===== src/rtl/sprite_ram_loader.sv =====
// Sprite RAM loader: unpacks a byte stream (two pixels per byte) into a 2**ADDR_W x PIXEL_W
// dual-port RAM with a registered render-side read port. Define SPRITE_LOADER_CHECKSUM_EN to add a load checksum output.
module sprite_ram_loader #(
  parameter int PIXEL_W = 4,
  parameter int ADDR_W  = 10
) (
  input  logic               clock,
  input  logic               reset_n,
  input  logic               start,
  input  logic               byte_valid,
  input  logic [7:0]         byte_data,
  output logic               byte_ready,
  output logic               busy,
  output logic               done,
  input  logic [ADDR_W-1:0]  address,
  output logic [PIXEL_W-1:0] q
`ifdef SPRITE_LOADER_CHECKSUM_EN
  ,
  output logic [7:0]         checksum
`endif
);

  typedef enum logic [1:0] {IDLE, RECV, WR_HI, DONE} state_e;

  state_e              state_q, state_d;
  logic [ADDR_W-1:0]   wr_addr_q, wr_addr_d;
  logic [ADDR_W-1:0]   addr_hi;
  logic [3:0]          nib_q, nib_d;
  logic                we;
  logic [ADDR_W-1:0]   waddr;
  logic [3:0]          wnib;
  logic [PIXEL_W-1:0]  q_q;

  logic [PIXEL_W-1:0]  mem [0:(1<<ADDR_W)-1];

  always_comb begin
    state_d   = state_q;
    wr_addr_d = wr_addr_q;
    nib_d     = nib_q;
    we        = 1'b0;
    waddr     = wr_addr_q;
    wnib      = byte_data[3:0];
    addr_hi   = wr_addr_q + ADDR_W'(1);
    case (state_q)
      IDLE: begin
        if (start) begin
          wr_addr_d = '0;
          state_d   = RECV;
        end
      end
      RECV: begin
        if (byte_valid) begin
          we      = 1'b1;
          nib_d   = byte_data[7:4];
          state_d = WR_HI;
        end
      end
      WR_HI: begin
        we        = 1'b1;
        waddr     = addr_hi;
        wnib      = nib_q;
        wr_addr_d = wr_addr_q + ADDR_W'(2);
        state_d   = (addr_hi == '1) ? DONE : RECV;
      end
      DONE:    state_d = IDLE;
      default: state_d = IDLE;
    endcase
  end

  always_ff @(posedge clock or negedge reset_n) begin
    if (!reset_n) begin
      state_q   <= IDLE;
      wr_addr_q <= '0;
      nib_q     <= '0;
    end else begin
      state_q   <= state_d;
      wr_addr_q <= wr_addr_d;
      nib_q     <= nib_d;
    end
  end

  // Pixel storage is deliberately left out of reset so a partial load survives it.
  always_ff @(posedge clock) begin
    if (we) mem[waddr] <= PIXEL_W'(wnib);
  end

  // Read-first: a same-cycle write is only visible on the following read.
  always_ff @(posedge clock or negedge reset_n) begin
    if (!reset_n) q_q <= '0;
    else          q_q <= mem[address];
  end

  assign q          = q_q;
  assign byte_ready = (state_q == RECV);
  assign busy       = (state_q != IDLE);
  assign done       = (state_q == DONE);

`ifdef SPRITE_LOADER_CHECKSUM_EN
  logic [7:0] cksum_q, cksum_d;

  always_comb begin
    cksum_d = cksum_q;
    if (state_q == IDLE && start) cksum_d = '0;
    else if (we)                  cksum_d = cksum_q + {4'b0000, wnib};
  end

  always_ff @(posedge clock or negedge reset_n) begin
    if (!reset_n) cksum_q <= '0;
    else          cksum_q <= cksum_d;
  end

  assign checksum = cksum_q;
`endif

endmodule


===== config.mk =====
export PLATFORM = sky130hd
export DESIGN_NAME = sprite_ram_loader
export DESIGN_NICKNAME = d
export VERILOG_FILES = /design/src/rtl/sprite_ram_loader.sv
export SDC_FILE = /design/constraint.sdc
export NUM_CORES = 2
export LEC_CHECK = 0
export ABC_CLOCK_PERIOD_IN_PS = 12250
export CORE_UTILIZATION = 60
export CTS_CLUSTER_SIZE = 14
export DETAILED_ROUTE_END_ITERATION = 6
export PLACE_DENSITY = 0.74
export SLEW_MARGIN = 10
export SYNTH_ARGS = -nofsm -noshare
export SYNTH_HDL_FRONTEND = slang
export SYNTH_SLANG_ARGS = --single-unit
export TNS_END_PERCENT = 100

===== constraint.sdc =====
create_clock -name clock -period 12.25 [get_ports clock]
set_input_delay 2.45 -clock clock [delete_from_list [all_inputs] [get_ports clock]]
set_output_delay 2.45 -clock clock [all_outputs]
set_load 0.01 [all_outputs]

==> key figures <==
Global route
  – Overall Global Routing Usage: 31.7%
  – Largest net degree at the start of global routing: 209
  – Vias in the first global route: 84,600
  – First-pass GRT wire length: 615,000 um
  – Initial antenna violation count: 29
  – Total grt overflow: 0

Yosys
  – Compound-gate portion of the synthesized area: 3.42%
  – Ys async rst share: 0.462%
  – Adder-Cell Fraction of Synth Area: 0.0383%
  – Register bit total from synthesis: 4,115
  – Synth cell count leaders: edfxtp_1, nor2_1, mux4_2
  – Largest family of logic cells by synthesized area: multiplexers
  – Cells after Synth: 8,426
  – Post-synthesis mux area share: 14.7%
  – Simple logic cell fraction of the synthesized area: 4.00%
  – Yosys Warn Count: 0
  – Count of different cell masters after synthesis: 79
  – Post-Synth XOR/XNOR Area: 0.0107%
  – Synth top area share: 75.2%
  – Syn avg cell area: 19.4 um^2
  – Cell accounting for the most synthesized area: edfxtp_1
  – Post-synth top flop: edfxtp_1
  – Sequential-to-total area share from yosys stat: 75.5%
  – Most frequent cell after synthesis: edfxtp_1
  – Synth Cell Area: 164,000 um^2
  – Post-synth EDFFs: 4,096
  – Ranking of synthesized cells by area: edfxtp_1, mux4_2, mux2i_1
  – Syn Nets: 8,453

Drt
  – Routed via count: 86,560
  – DRT Wirelength: 433,000 um
  – Drt wl/cell: 35.1 um
  – DRC: 0
  – 1st-pass router iterations: 7
  – Number of vias per cell: 7.02
  – DRT antenna net count: 0
  – 1st-iter DRT viols: 13,606

Finish
  – Fill count: 16,946
  – Area Growth Syn to Fin: 9.62%
  – Nets: 8,455
  – Layout Cells excl Fill: 12,331
  – Ratio of cells with drive above 1 in the final layout: 18.3%
  – Multi-input logic area: 36,800 um^2
  – Area occupied by registers: 123,000 um^2
  – Core Util, Final: 66.1%

Power
  – Max VDD drop: 0.225 mV
  – Flop pwr share: 53.2%
  – Pleak: 55.6 nW
  – Comb pwr share: 10.0%
  – Pwr Density: 180 nW/um^2
  – Internal: 0.0244 W
  – Switching Share: 24.3%
  – Clk pwr share: 36.8%
  – P_sw: 0.00785 W
  – Design Power: 0.0323 W

Die
  – Io pins: 29
  – Core footprint: 271,000 um^2
  – Initial core utilization: 60.3%
  – Standard-cell rows: 191
  – Die area: 275,000 um^2
  – Die Ht: 524 um
  – Die Wd: 524 um

Min path
  – Hold Path Class: reg -> reg
  – Hold wc startpoint: nib_q[1]

Placement
  – Buffers on Ports: 28
  – GP Congestion: 0.880
  – DP Cell Count: 11,596
  – Pre-CTS setup slack: 5.01 ns
  – HPWL after DPL: 249,000 um

STA
  – Final setup vio count: 0
  – RSZ-0062 raised after global routing: no
  – Max Freq: 156 MHz
  – Worst Skew: 0.0715 ns
  – Crit path time final: 6.41 ns
  – Final period utilization: 52.4%
  – Final TNS setup: 0 ns
  – Slew Limit Fails: 2
  – Max-slew headroom: -1.86%
  – Worst-margin pin slew: 1.51 ns
  – Final hold vios: 0
  – Final WS setup: 5.84 ns

CTS
  – Post-CTS resize count: 0
  – Num CTS Buffers: 400
  – Clk slew on worst S/H paths: 0.06 ns
  – CTS sink cnt: 4,115
  – Post-CTS setup buffer count: 0
  – Root Buffer: clkbuf_16
  – Clock Path Buffers: 4
  – CTS tree: done
  – Worst skew pair latency: 0.96 ns
  – Hold_buf cts: 0
  – H-tree levels: 5

Setup path
  – Critical Path End Type: register
  – CP max FO: 126
  – Critical path launch point type: input port
  – Crit path DAT: 7.27 ns
  – RR Startpoint: state_q[0]
  – Crit Path Class: in -> reg
  – Worst Path Required: 13.10 ns
  – CP Launch Point: address[2]

Outcome
  – Status: finished, violations left
  – Failing checks: max-capacitance violations, max-slew violations

Run
  – Max-Cap Viols: 1
## flip-flops by register name (all words and copies together) (netlist names)
register,count
mem,4096
nib_q,4
q,4
state_q,2
wr_addr_q,9
## power by group through the flow
stage	Clock (W)	Combinational [W]	Sequential [W]
floorplan	0	0.00169	0.0183
global placement	0	0.00303	0.0175
detailed placement	0	0.00318	0.0175
CTS	0.0119	0.00318	0.0172
global route	0.0125	0.00336	0.0172
finish	0.0119	0.00322	0.0172
## area by class of cell
cell class,count,area share (%)
diodes,21,0.0293
clock buffers,506,5.92
clock inverters,208,1.02
inverters,10,0.0293
multi-input cells,3690,20.5
flip-flops and latches,4115,68.9
well taps,3570,2.49
repair buffers,211,1.12
## logic make-up (layout without fill, tap and decap cells)
family | count (synthesis) | after routing
other | 0 | 21
flip-flops | 4115 | 4115
buffers and inverters | 621 | 935
multiplexers | 1333 | 1333
adder cells (fa/ha/maj) | 5 | 5
AO/OA/AOI/OAI | 791 | 791
XOR/XNOR | 2 | 2
AND/OR/NAND/NOR | 1559 | 1559
## worst max-delay path: stages
cell	delay [ns]
buf_6	0.36
buf_4	0.57
nand2b_4	0.60
buf_12	0.44
o221ai_1	0.47
o22ai_1	0.14
o21ai_0	0.33
nand3_1	0.53
nor3_1	0.74
o21ai_0	0.23
nand4_1	0.15
## metal layers
layer	global-route usage [%]	up-vias	share of wire, %
li1	-	34478	-
met1	43.5	44861	35
met2	48.3	6158	47
met3	8.91	1039	13
met4	13.6	24	4.7
met5	0	-	0.038
## through the flow
step,hold slack (ns),cell area (um^2)
floorplan,0.475,164000
global placement,0.519,167000
detailed placement,0.532,167000
CTS,0.546,179000
global route,0.566,179000
finish,0.544,179000
## layout by cell type, fill, tap and decap left out, drive strengths merged, types with 69 or more instances in the layout
| master | n |
|---|---|
| mux4 | 843 |
| o221ai | 180 |
| nor3 | 75 |
| nand3 | 69 |
| edfxtp | 4096 |
| clkinv | 156 |
| mux2i | 471 |
| a22oi | 120 |
| buf | 191 |
| o22ai | 100 |
| a21oi | 153 |
| clkbuf | 506 |
| nor2 | 1097 |
| o21ai | 89 |
| nand2 | 152 |
## worst paths after layout
kind | end | slack [ns] | cells after the start
hold reg to reg | nib_q[1] | 0.54 | 1
max in group asynchronous | state_q[0] | 10.01 | 1
hold / removal | nib_q[1] | 0.54 | 1
setup reg to reg | mem[196][1] | 7.42 | 7
setup / recovery | q[1] | 5.84 | 11
min in group asynchronous | q[3] | 1.63 | 1
No activity file was read; power rests on OpenSTA's default activity.
